===== src/rtl/uart_rx_fifo_core.sv =====
// UART receiver (5-8 data bits, optional parity, 1/2 stop bits) with false-start and
// break detection, feeding a first-word-fall-through FIFO of per-frame entries.
module uart_rx_fifo_core #(
    parameter int K_W         = 19,
    parameter int FIFO_DEPTH  = 8,
    parameter int SYNC_STAGES = 2
) (
    input  logic                          clk,
    input  logic                          reset,
    input  logic                          rx,
    input  logic [K_W-1:0]                k,
    input  logic [1:0]                    data_len,
    input  logic                          pen,
    input  logic                          ohel,
    input  logic                          stop2,
    input  logic                          rd_en,
    input  logic                          clr_ovf,
    output logic [7:0]                    rd_data,
    output logic                          rd_perr,
    output logic                          rd_ferr,
    output logic                          rd_brk,
    output logic                          empty,
    output logic                          full,
    output logic [$clog2(FIFO_DEPTH):0]   count,
    output logic                          ovf,
    output logic                          busy
);

    localparam int AW = $clog2(FIFO_DEPTH);

    typedef enum logic [2:0] {IDLE, START, DATA, STOP, WAIT_HI} state_t;

    state_t state_q, state_d;

    logic [SYNC_STAGES-1:0] sync_q;
    logic                   rx_s;

    logic [K_W-1:0] btc;
    logic [K_W-1:0] cfg_k;
    logic [1:0]     cfg_len;
    logic           cfg_pen, cfg_ohel, cfg_stop2;
    logic [3:0]     bit_idx;
    logic           stop_idx;
    logic [7:0]     shreg;
    logic           par_q;
    logic           stop_err;
    logic           push_q;
    logic [10:0]    frame_q;

    logic           half_tick, bit_tick, sample, last_bit, last_stop, start_ok, frame_done;
    logic [3:0]     n_data, last_idx;
    logic [7:0]     data_w;
    logic           perr_w, ferr_w, brk_w;

    always_ff @(posedge clk or posedge reset) begin
        if (reset) sync_q <= '1;
        else       sync_q <= {sync_q[SYNC_STAGES-2:0], rx};
    end

    assign rx_s = sync_q[SYNC_STAGES-1];

    // A bit lasts exactly k clocks: the tick fires at btc = k-1 and btc restarts at 0.
    assign half_tick  = (btc == (k >> 1));
    assign bit_tick   = (btc == cfg_k - K_W'(1));
    assign sample     = bit_tick && (state_q == DATA || state_q == STOP);
    assign n_data     = {2'b00, cfg_len} + 4'd5;
    assign last_idx   = {2'b00, cfg_len} + 4'd4 + {3'b000, cfg_pen};
    assign last_bit   = (bit_idx == last_idx);
    assign last_stop  = (stop_idx == cfg_stop2);
    assign start_ok   = (state_q == START) && (state_d == DATA);
    assign frame_done = sample && (state_q == STOP) && last_stop;

    assign data_w = shreg >> (~cfg_len);
    assign perr_w = cfg_pen & (par_q != (^data_w ^ cfg_ohel));
    assign ferr_w = stop_err | ~rx_s;
    assign brk_w  = (data_w == 8'd0) & (~cfg_pen | ~par_q) & ferr_w;

    always_ff @(posedge clk or posedge reset) begin
        if (reset) state_q <= IDLE;
        else       state_q <= state_d;
    end

    always_comb begin
        state_d = state_q;
        case (state_q)
            IDLE:    if (!rx_s) state_d = START;
            START:   if (half_tick) state_d = rx_s ? IDLE : DATA;
            DATA:    if (bit_tick && last_bit) state_d = STOP;
            STOP:    if (bit_tick && last_stop) state_d = rx_s ? IDLE : WAIT_HI;
            WAIT_HI: if (rx_s) state_d = IDLE;
            default: state_d = IDLE;
        endcase
    end

    assign busy = (state_q != IDLE);

    always_ff @(posedge clk or posedge reset) begin
        if (reset) begin
            btc       <= '0;
            cfg_k     <= '0;
            cfg_len   <= 2'd0;
            cfg_pen   <= 1'b0;
            cfg_ohel  <= 1'b0;
            cfg_stop2 <= 1'b0;
            bit_idx   <= 4'd0;
            stop_idx  <= 1'b0;
            shreg     <= 8'd0;
            par_q     <= 1'b0;
            stop_err  <= 1'b0;
            push_q    <= 1'b0;
            frame_q   <= '0;
        end else begin
            if (state_d != state_q || sample) btc <= '0;
            else                              btc <= btc + K_W'(1);

            if (start_ok) begin
                cfg_k     <= k;
                cfg_len   <= data_len;
                cfg_pen   <= pen;
                cfg_ohel  <= ohel;
                cfg_stop2 <= stop2;
                bit_idx   <= 4'd0;
                stop_idx  <= 1'b0;
                stop_err  <= 1'b0;
                par_q     <= 1'b0;
            end

            if (sample && state_q == DATA) begin
                if (bit_idx < n_data) shreg <= {rx_s, shreg[7:1]};
                else                  par_q <= rx_s;
                bit_idx <= bit_idx + 4'd1;
            end

            if (sample && state_q == STOP) begin
                if (!rx_s) stop_err <= 1'b1;
                stop_idx <= 1'b1;
            end

            push_q <= frame_done;
            if (frame_done) frame_q <= {brk_w, ferr_w, perr_w, data_w};
        end
    end

    logic [10:0]   mem [FIFO_DEPTH];
    logic [AW-1:0] wr_ptr, rd_ptr;
    logic [10:0]   head;
    logic          do_push, do_pop, ovf_set;

    assign empty   = (count == '0);
    assign full    = (count == ($clog2(FIFO_DEPTH)+1)'(FIFO_DEPTH));
    assign do_pop  = rd_en & ~empty;
    assign do_push = push_q & (~full | do_pop);
    assign ovf_set = push_q & full & ~do_pop;

    always_ff @(posedge clk) begin
        if (do_push) mem[wr_ptr] <= frame_q;
    end

    always_ff @(posedge clk or posedge reset) begin
        if (reset) begin
            wr_ptr <= '0;
            rd_ptr <= '0;
            count  <= '0;
            ovf    <= 1'b0;
        end else begin
            if (do_push) wr_ptr <= wr_ptr + AW'(1);
            if (do_pop)  rd_ptr <= rd_ptr + AW'(1);
            if (do_push && !do_pop)      count <= count + 1'b1;
            else if (do_pop && !do_push) count <= count - 1'b1;
            if (ovf_set)      ovf <= 1'b1;
            else if (clr_ovf) ovf <= 1'b0;
        end
    end

    assign head    = mem[rd_ptr];
    assign rd_data = empty ? 8'd0 : head[7:0];
    assign rd_perr = empty ? 1'b0 : head[8];
    assign rd_ferr = empty ? 1'b0 : head[9];
    assign rd_brk  = empty ? 1'b0 : head[10];

endmodule


===== config.mk =====
export PLATFORM = sky130hd
export DESIGN_NAME = uart_rx_fifo_core
export DESIGN_NICKNAME = d
export VERILOG_FILES = /design/src/rtl/uart_rx_fifo_core.sv
export SDC_FILE = /design/constraint.sdc
export NUM_CORES = 1
export LEC_CHECK = 0
export ABC_AREA = 1
export CAP_MARGIN = 5
export CORE_ASPECT_RATIO = 1.25
export CORE_MARGIN = 4
export CORE_UTILIZATION = 52
export CTS_CLUSTER_DIAMETER = 80
export CTS_CLUSTER_SIZE = 10
export DETAILED_ROUTE_END_ITERATION = 10
export DONT_BUFFER_PORTS = 1
export GPL_TIMING_DRIVEN = 0
export PLACE_DENSITY = 0.79
export REMOVE_ABC_BUFFERS = 1
export SLEW_MARGIN = 20
export SYNTH_ARGS = -nofsm -noshare
export SYNTH_HDL_FRONTEND = slang
export SYNTH_SLANG_ARGS = --single-unit

===== constraint.sdc =====
create_clock -name clk -period 2.3 [get_ports clk]
set_clock_uncertainty 0.05 [all_clocks]
set_input_delay 0.23 -clock clk [delete_from_list [all_inputs] [get_ports clk]]
set_output_delay 0.23 -clock clk [all_outputs]
set_load 0.005 [all_outputs]

# Word level (Yosys, flattened, before mapping)
# Memory sizes are Yosys's and may differ from the RTL's.
# Cells that the tools add are included.
op_classes:
  muxes: 29
  n_bitwise: 18
  add_sub_neg: 10
  n_shift: 1
  reduce_logical: 23
  magnitude_cmp: 1
  eq_ne: 12
ops:
  columns: ["operator", "n"]
  rows:
  - ["19-bit by 1-bit adder with 19-bit output (second input constant)", 1]
  - ["19-bit by 18-bit equality test with 1-bit output", 1]
  - ["19-bit equality test", 1]
  - ["19-bit 2-to-1 mux", 1]
  - ["19-bit by 1-bit subtractor with 19-bit output (second input constant)", 1]
  - ["3-bit 2-to-1 mux", 6]
  - ["4-bit 2-to-1 mux", 4]
  - ["1-bit 2-to-1 mux", 15]
  - ["3-bit case mux with 5 select lines", 1]
  - ["3-bit by 2-bit equality test with 1-bit output (second input constant)", 3]
  - ["1-bit logical AND", 9]
  - ["2-bit by 3-bit adder with 4-bit output (second input constant)", 2]
  - ["4-bit by 1-bit adder with 4-bit output (second input constant)", 2]
  - ["8-bit zero test", 1]
  - ["8-bit 2-to-1 mux", 1]
  - ["2-bit nonzero test", 4]
  - ["8-bit XOR reduction", 1]
  - ["8-bit by 2-bit right shift with 8-bit output", 1]
  - ["1-bit bitwise AND", 7]
  - ["3-bit by 1-bit adder with 3-bit output (second input constant)", 2]
  - ["1-bit inverter", 6]
  - ["4-bit by 1-bit adder with 4-bit output", 1]
  - ["4-bit equality test", 1]
  - ["4-bit equality test (second input constant)", 1]
  - ["other kinds (17)", 21]
word_totals:
  word_cells: 114
  mem_count: 1
  ff_bits: 86
  inputBits: 29
  ram_bits: 88
  output_inout_bits: 19
memory_table:
  columns: ["name", "words", "width", "rd", "rd_ports_with_merged_regs", "wr", "line_no", "text"]
  rows:
  - ["mem", 8, 11, 1, 0, 1, "144", "logic [10:0] mem [FIFO_DEPTH];"]

# Depth between registers and ports, before layout
# Gate-level depths: netlist of run 1.
depth:
  ltp_word: 11
  ltp_mapped: 19
  depth_no_buf: 19

# Least setup slack after synthesis of run 1
# No wires, ideal clock.
synth_timing:
  path_kind: "reg-to-reg"
  startpoint: "reg count[0]"
  endpoint: "reg count[3]"
  path_stages_with_launch: 15
  t_required_ns: 2.125
  path_slack_ns: -0.069
  arrival_time_ns: 2.193
  cell_sequence: "dfrtp_1 -> nor2_1 -> inv_1 -> nor3_1 -> nor2_1 -> inv_1 -> ha_1 -> inv_1 -> ha_1 -> a21o_1 -> a21oi_1 -> nand2_1 -> nand2_1 -> nor2_1 -> xor2_1"
synth_via:
  elab_chain_cells: 8
synth_lines:
  columns: ["element", "line_no", "text"]
  rows:
  - ["start, declared", "24", "output logic [$clog2(FIFO_DEPTH):0] count,"]
  - ["start signal, assigned", "168", "if (do_push && !do_pop) count <= count + 1'b1;"]
  - ["start signal, assigned", "169", "else if (do_pop && !do_push) count <= count - 1'b1;"]
  - ["4-bit zero test (*)", "149", "assign empty = (count == '0);"]
  - ["named net empty", "22", "output logic empty,"]
  - ["1-bit inverter (*)", "151", "assign do_pop = rd_en & ~empty;"]
  - ["1-bit bitwise AND (*)", "151", null]
  - ["1-bit bitwise OR", "152", "assign do_push = push_q & (~full | do_pop);"]
  - ["1-bit bitwise AND", "152", null]
  - ["1-bit zero test", "169", null]
  - ["1-bit logical AND", "169", null]
  - ["2-bit nonzero test (no line)", null, null]
# Mark *: on every way through the listed nets, which the timed path passes. The rest lies on a longest branch. The select of a mux whose other input is x is not followed.
# A chain may end at the register's enable or synchronous reset.

# Worst setup path in the final report of run 1
layout_timing:
  startpoint: "reg cfg_k[0]"
  endpoint: "reg btc[8]"
layout_via:
  elab_chain_cells: 8
layout_lines:
  columns: ["element", "line_no", "text"]
  rows:
  - ["start, declared", "39", "logic [K_W-1:0] cfg_k;"]
  - ["start signal, assigned", "117", "cfg_k <= k;"]
  - ["19-bit by 1-bit subtractor with 19-bit output (*)", "64", "assign bit_tick = (btc == cfg_k - K_W'(1));"]
  - ["19-bit equality test (*)", "64", null]
  - ["1-bit logical AND (on tied branches)", "89, 88", null]
  - ["3-bit 2-to-1 mux (on tied branches)", "89, 88", null]
  - ["3-bit case mux with 5 select lines", "85", "case (state_q)"]
  - ["3-bit != test", "113", "if (state_d != state_q || sample) btc <= '0;"]
  - ["1-bit logical OR (*)", "113", null]
  - ["19-bit 2-to-1 mux (*)", "113", null]
  - ["end signal, assigned", "114", "else btc <= btc + K_W'(1);"]
  - ["end, declared", "38", "logic [K_W-1:0] btc;"]
# Mark *: on every way between the ends. The rest lies on a longest branch, timed or not.

==> impl_metrics.yaml, run 1 <==
logic_synthesis:
  seq_area_frac_synth: 0.542
  netlist_top_cells_area: "edfxtp_1 30%, dfrtp_1 24%, nand2_1 9.3%"
  syn_inst: 988
  synth_top_area_frac: 0.299
  async_reset_ff_frac: 0.494
  postSynthAreaPerCell_um2: 8.96
  synth_area_um2: 8850
  synth_edf_count: 88
  synthDistinctLibCells: 38
  yosysWarningCount: 0
  yosys.area.top_type: "edfxtp_1"
  ys_ff_latch: 174
  synth_flop_cell: "edfxtp_1"
cells_and_area:
  finalCoreUtilization: 0.640
  layout.nets: 1091
  antenna_cells: 0
  drive_above_1_share: 0.191
  nFillCells: 1235
  seqCellArea_um2: 4810
  multiInputGateArea_um2: 3960
  syn_to_final_growth_pct: 21.3
sta:
  period_share: 1.09
  slew_headroom: 0.518
  fin_crit_ns: 2.52
  worst_hold_slack_ns: 0.0939
  tightest_slew_ns: 0.722
  finalWorstSetupSlack_ns: -0.216
  rsz0062_at_grt: "yes"
  report.final.slew_viol_count: 0
  fmax_mhz: 397
  final-setup-viol-count: 44
  hold_viol_final: 0
detailed_routing:
  firstDrtPassIters: 5
  postRouteWirelength_um: 21500
  drc: 0
  wire_per_inst_um: 16.9
  num_vias: 7120
  drt-initial-drc-count: 495
  ant_nets: 0
  vias_per_cell: 5.58
critical_path:
  timing.reg2reg.setup_slack_ns: -0.22
  crit_path_max_fanout: 7
  critical_path_arrival_ns: 2.80
  crit_type: "reg2reg"
  crit_required_ns: 2.58
  start_kind: "flip-flop"
  crit_path_end_kind: "flip-flop"
clock_network:
  clk_pin_slew_ns: 0.07
  tritoncts: "built"
  cts-buffers-inserted: 17
  root_buffer: "clkbuf_16"
  cts.sinks: 174
  cts-htree-levels: 4
  insertion_delay_ns: 0.45
  clockBufferDepth: 2
power_and_ir_drop:
  ir_drop_v: 0.000388
  comb_power_share: 0.220
  p_leak_uw: 0.00452
  sw_frac_of_total: 0.337
  powerDensity_nw_per_um2: 779
  p_int_uw: 5550
  clockPowerShare: 0.355
  power.switching_uw: 2810
  seqPwrFrac: 0.424
  total_power_uw: 8360
die:
  initial_utilization: 0.527
  ios: 48
  fp.dieW_um: 125
  rows: 53
  die_y_um: 154
  dieArea_um2: 19200
  core_region_area_um2: 16800
flow_run:
  cap_violations: 0
global_routing:
  grt_pass1_vias: 6775
  antenna_found_initial: 0
  gr-usage-all-layers: 0.213
  grt_overflow: 0
  grt_max_degree: 46
  grt_pass1_wl_um: 32800
placement:
  hpwl_um: 12400
  finalWeightedCongestion: 0.883
  place.port_buffers: 0
  pre_cts_slack_ns: -0.616
status:
  status: "finished, violations left"
  violations: "setup timing"
worst_hold_path:
  min_path_type: "in2reg"
## cells in the mapped netlist, types with 3 or more instances
cell type / number
clkbuf_2: 4
o21ai_0: 104
inv_2: 5
a31oi_1: 13
nand4_1: 10
buf_2: 4
xor2_1: 28
nand3b_1: 3
and3_1: 3
nor3_1: 9
clkbuf_1: 21
nand2_2: 6
nor2_1: 140
nor2_2: 6
nor2_4: 15
nand3_2: 3
o22ai_1: 14
o21ai_1: 16
or2_2: 4
edfxtp_1: 88
dfrtp_1: 84
nand3_1: 33
nand2_1: 220
xnor2_1: 23
nor4_1: 3
ha_1: 18
inv_1: 89
a21oi_1: 8
## area by class of cell
type                    count  share of cell area
well taps                 220              0.0257
inverters                  95              0.0357
multi-input cells         689               0.369
repair buffers             60              0.0602
flip-flops and latches    174               0.448
clock inverters            15              0.0175
repair inverters            6             0.00420
clock buffers              17              0.0396
## cells in the final DEF (no fill, tap or decap), types with 4 or more instances in the layout
cell type,n
a31oi_1,12
ha_1,15
inv_1,77
dfrtp_2,6
nor2_2,21
xor2_1,27
nor3_1,7
buf_6,4
or2_2,4
inv_2,10
buf_4,20
inv_8,7
edfxtp_1,88
o21ai_1,11
a21oi_1,5
nand4_1,10
nor2_1,114
nand2_1,205
o22ai_1,14
nand3_1,31
inv_4,4
nand2_2,16
clkbuf_16,18
nand3_4,4
o21ai_0,96
o21ai_2,12
clkinvlp_4,7
nor2_4,28
nand2_4,5
xnor2_1,23
dfrtp_1,76
dlygate4sd3_1,28
## per-layer routing
metal / part of all wire / global-route usage / vias to the layer above / wire length [µm]
li1: - / - / 3367 / -
met4: 0.042 / 0.105 / 0 / 896
met2: 0.54 / 0.385 / 259 / 11500
met1: 0.37 / 0.241 / 3421 / 7960
met3: 0.052 / 0.0420 / 73 / 1120
met5: 0 / 0 / - / 0
## power groups by stage
stage / combinational, µW / clock [µW] / sequential [µW]
after floorplan: 1030 / 0 / 3540
after global placement: 1310 / 0 / 3640
after detailed placement: 1350 / 0 / 3650
after CTS: 1620 / 2980 / 3570
after global routing: 2090 / 3130 / 3560
final: 1840 / 2970 / 3550
## logic make-up (layout without fill, tap and decap cells)
kind of cell,count (synthesis),after routing,share of synthesized area
AO/OA/AOI/OAI,159,159,0.0949
XOR/XNOR,51,51,0.0505
adder cells (fa/ha/maj),19,19,0.0277
buffers and inverters,128,193,0.0576
flip-flops,174,174,0.542
AND/OR/NAND/NOR,457,460,0.227
## metrics by stage
stage / TNS, ns / instances / cell area (µm²)
floorplan: -38.53 / 955 / 8700
global placement: -201.95 / 1175 / 8970
detailed placement: -41.68 / 1176 / 9010
CTS: -2.60 / 1253 / 10200
global route: -12.19 / 1276 / 10700
finish: -5.65 / 1276 / 10700
## repair_timing
action	in CTS	in global routing
buffers inserted	13	18
endpoints found under the setup margin	161	85
gates cloned	4	6
resized for setup	48	92
pin swaps	14	28
hold buffers	28	0
endpoints found under the hold margin	66	0
## path summary, 6_finish.rpt
path                           start         to  cells past startpoint
max reg2reg                 cfg_k[0]     btc[8]                     16
max                         cfg_k[0]     btc[8]                     16
min reg2reg                sync_q[0]  sync_q[1]                      0
min                            rd_en  wr_ptr[0]                      5
max in group asynchronous      reset  sync_q[1]                      3
min in group asynchronous      reset   cfg_k[0]                      2
## sequential cells by signal, summed over array words and instances (netlist names), 3 cells and up
signal and count:
frame_q 11, btc 19, rd_ptr 3, count 4, state_q 3, mem 88
shreg 8, cfg_k 19, bit_idx 4, wr_ptr 3
## worst max-delay path: stages, from the launching register on
cell       delay (ns)
dfrtp_1          0.41
inv_2            0.09
ha_4             0.16
nand3_4          0.13
nor2_4           0.20
nand3_1          0.09
nand2_1          0.08
inv_1            0.04
nor2_1           0.12
nand2_1          0.11
nor2_4           0.15
nand3_4          0.12
nand2_4          0.11
nand4_1          0.15
nand3_4          0.16
clkbuf_16        0.20
nor2_4           0.03
(Power assumes the default switching activity.)
==> run 2: changes to the inputs <==
- CORE_ASPECT_RATIO: 1.25 -> 1.5
==> run 2 against run 1 <==
Against the previous run: the run still ends with setup timing left; power fell by 0.71%; first-iteration DRC count decreased by 8.7%; global-route usage up 1.5 points; sequential power is essentially flat; maximum frequency decreased by 1.6%; non-clock buffer count rose by 4; cell count decreased by 0.63%; utilization is 0.34 points lower; critical endpoint is now frame_q[6].
==> impl_metrics.yaml, run 2 (synthesized netlist as in run 1, its figures left out) <==
power_and_ir_drop:
  power.switching_uw: 2720
  total_power_uw: 8300
  comb_power_share: 0.215
  clockPowerShare: 0.360
  seqPwrFrac: 0.426
  ir_drop_v: 0.000630
  p_leak_uw: 0.00451
  powerDensity_nw_per_um2: 778
  sw_frac_of_total: 0.327
  p_int_uw: 5580
sta:
  fin_crit_ns: 2.56
  report.final.slew_viol_count: 0
  finalWorstSetupSlack_ns: -0.259
  worst_hold_slack_ns: 0.0386
  rsz0062_at_grt: "yes"
  fmax_mhz: 391
  slew_headroom: 0.480
  hold_viol_final: 0
  period_share: 1.11
  final-setup-viol-count: 36
  tightest_slew_ns: 0.773
  tns_ns: -6.30
cells_and_area:
  final_common_cell: "nand2_1"
  top_regs: "mem (88), btc (19), cfg_k (19)"
  largest-register: "mem"
  multiInputGateArea_um2: 3870
  layout.nets: 1093
  nFillCells: 1252
  syn_to_final_growth_pct: 20.5
  seqCellArea_um2: 4810
  antenna_cells: 0
  drive_above_1_share: 0.178
  largest_reg_flops: 88
  final_area_um2: 10700
  layout_common_cells: "209 x nand2_1, 116 x nor2_1, 99 x o21ai_0"
die:
  fp.dieW_um: 115
  core_region_area_um2: 16800
  dieArea_um2: 19200
  ios: 48
  die_y_um: 168
  rows: 58
  initial_utilization: 0.528
critical_path:
  crit_required_ns: 2.60
  crit_path_end_kind: "flip-flop"
  timing.reg2reg.setup_slack_ns: -0.26
  start_kind: "flip-flop"
  r2r_start: "cfg_k[0]"
  startpoint: "cfg_k[0]"
  crit_path_max_fanout: 10
  r2r_cells: 18
  critical_path_arrival_ns: 2.86
  reg2reg_to: "frame_q[6]"
  crit_type: "reg2reg"
global_routing:
  gr-usage-all-layers: 0.228
  grt_max_degree: 49
  antenna_found_initial: 0
  grt_pass1_wl_um: 34600
  grt_overflow: 0
  grt_pass1_vias: 7180
status:
  status: "finished, violations left"
  violations: "setup timing"
flow_run:
  cap_violations: 0
detailed_routing:
  wire_per_inst_um: 16.9
  postRouteWirelength_um: 21500
  vias_per_cell: 5.55
  drt-initial-drc-count: 452
  firstDrtPassIters: 5
  ant_nets: 0
  drc: 0
  num_vias: 7035
worst_hold_path:
  min_to: "ovf"
  hp-start: "rd_en"
  min_path_type: "in2reg"
  holdPathStages: 3
clock_network:
  clk_pin_slew_ns: 0.08
  cts-buffers-inserted: 17
  cts-htree-levels: 4
  cts.sinks: 174
  tritoncts: "built"
  insertion_delay_ns: 0.42
  clockBufferDepth: 2
  root_buffer: "clkbuf_16"
placement:
  hpwl_um: 13200
  place_area_um2: 9020
  finalWeightedCongestion: 0.916
  place.port_buffers: 0
## run 2: cell types whose count changed in the layout (fill, tap and decap cells not counted), sizes merged
cell         previous run  this run
buf                    31        37
clkinv                  4         6
inv                   104       102
nor2                  163       161
bufinv                  0         1
clkbuf                 18        17
clkinvlp                8         7
dlygate4sd3            28        27
## run 2: power by group through the flow
| stage | logic (µW) | clock network [µW] | registers, µW |
|---|---|---|---|
| final | 1780 | 2990 | 3530 |
| after global routing | 1990 | 3130 | 3550 |
| after CTS | 1650 | 2990 | 3560 |
| after detailed placement | 1350 | 0 | 3640 |
| after global placement | 1300 | 0 | 3630 |
| after floorplan | 1030 | 0 | 3540 |
## run 2: metrics by stage
| step | util | instances | setup slack [ns] |
|---|---|---|---|
| floorplan | - | 955 | -0.592 |
| finish | 0.636 | 1268 | -0.259 |
| global route | 0.636 | 1268 | -0.440 |
| global placement | 0.534 | 1165 | -1.94 |
| detailed placement | 0.538 | 1167 | -0.505 |
| CTS | 0.620 | 1253 | -0.163 |
## run 2: what timing repair did
action	4_1_cts	5_1_grt
gates resized for setup	70	48
cloned	7	3
hold endpoints to repair	64	0
pin swaps	13	15
setup endpoints to repair	146	58
setup buffers	20	14
hold buffers	27	0
## run 2: worst max-delay path, cell delays in order, from the launching register on
cell and delay (ns):
dfrtp_1 0.41, inv_2 0.11, ha_4 0.21, nand2_2 0.06, inv_2 0.03, nor2_1 0.07, nand2_1 0.09, nor2_1 0.13
nand2_1 0.08, nor2_2 0.13, nand3_2 0.10, nor2_4 0.13, nand3_2 0.12, buf_4 0.17, nor3_4 0.15, buf_12 0.15
buf_6 0.10, inv_4 0.06, o21ai_1 0.13
## run 2: worst max-delay path by stage
| stage | cells past startpoint | to | slack [ns] |
|---|---|---|---|
| floorplan | 8 | btc[0] | -0.59 |
| global placement | 10 | bit_idx[0] | -1.94 |
| detailed placement | 5 | rd_data[3] | -0.50 |
| CTS | 19 | btc[8] | -0.16 |
| global route | 19 | btc[9] | -0.44 |
| finish | 18 | frame_q[6] | -0.26 |
## run 2: area by class of cell
type / count / share of cell area
repair buffers: 64 / 0.0651
well taps: 210 / 0.0246
clock inverters: 15 / 0.0170
repair inverters: 6 / 0.00399
clock buffers: 17 / 0.0399
flip-flops and latches: 174 / 0.451
inverters: 95 / 0.0356
multi-input cells: 687 / 0.363
## run 2: routing by layer
layer,wire [µm],vias to the layer above,GRT usage
met5,0,-,0
met4,990,0,0.120
met3,822,75,0.0354
met2,12000,209,0.425
met1,7660,3376,0.240
li1,-,3375,-
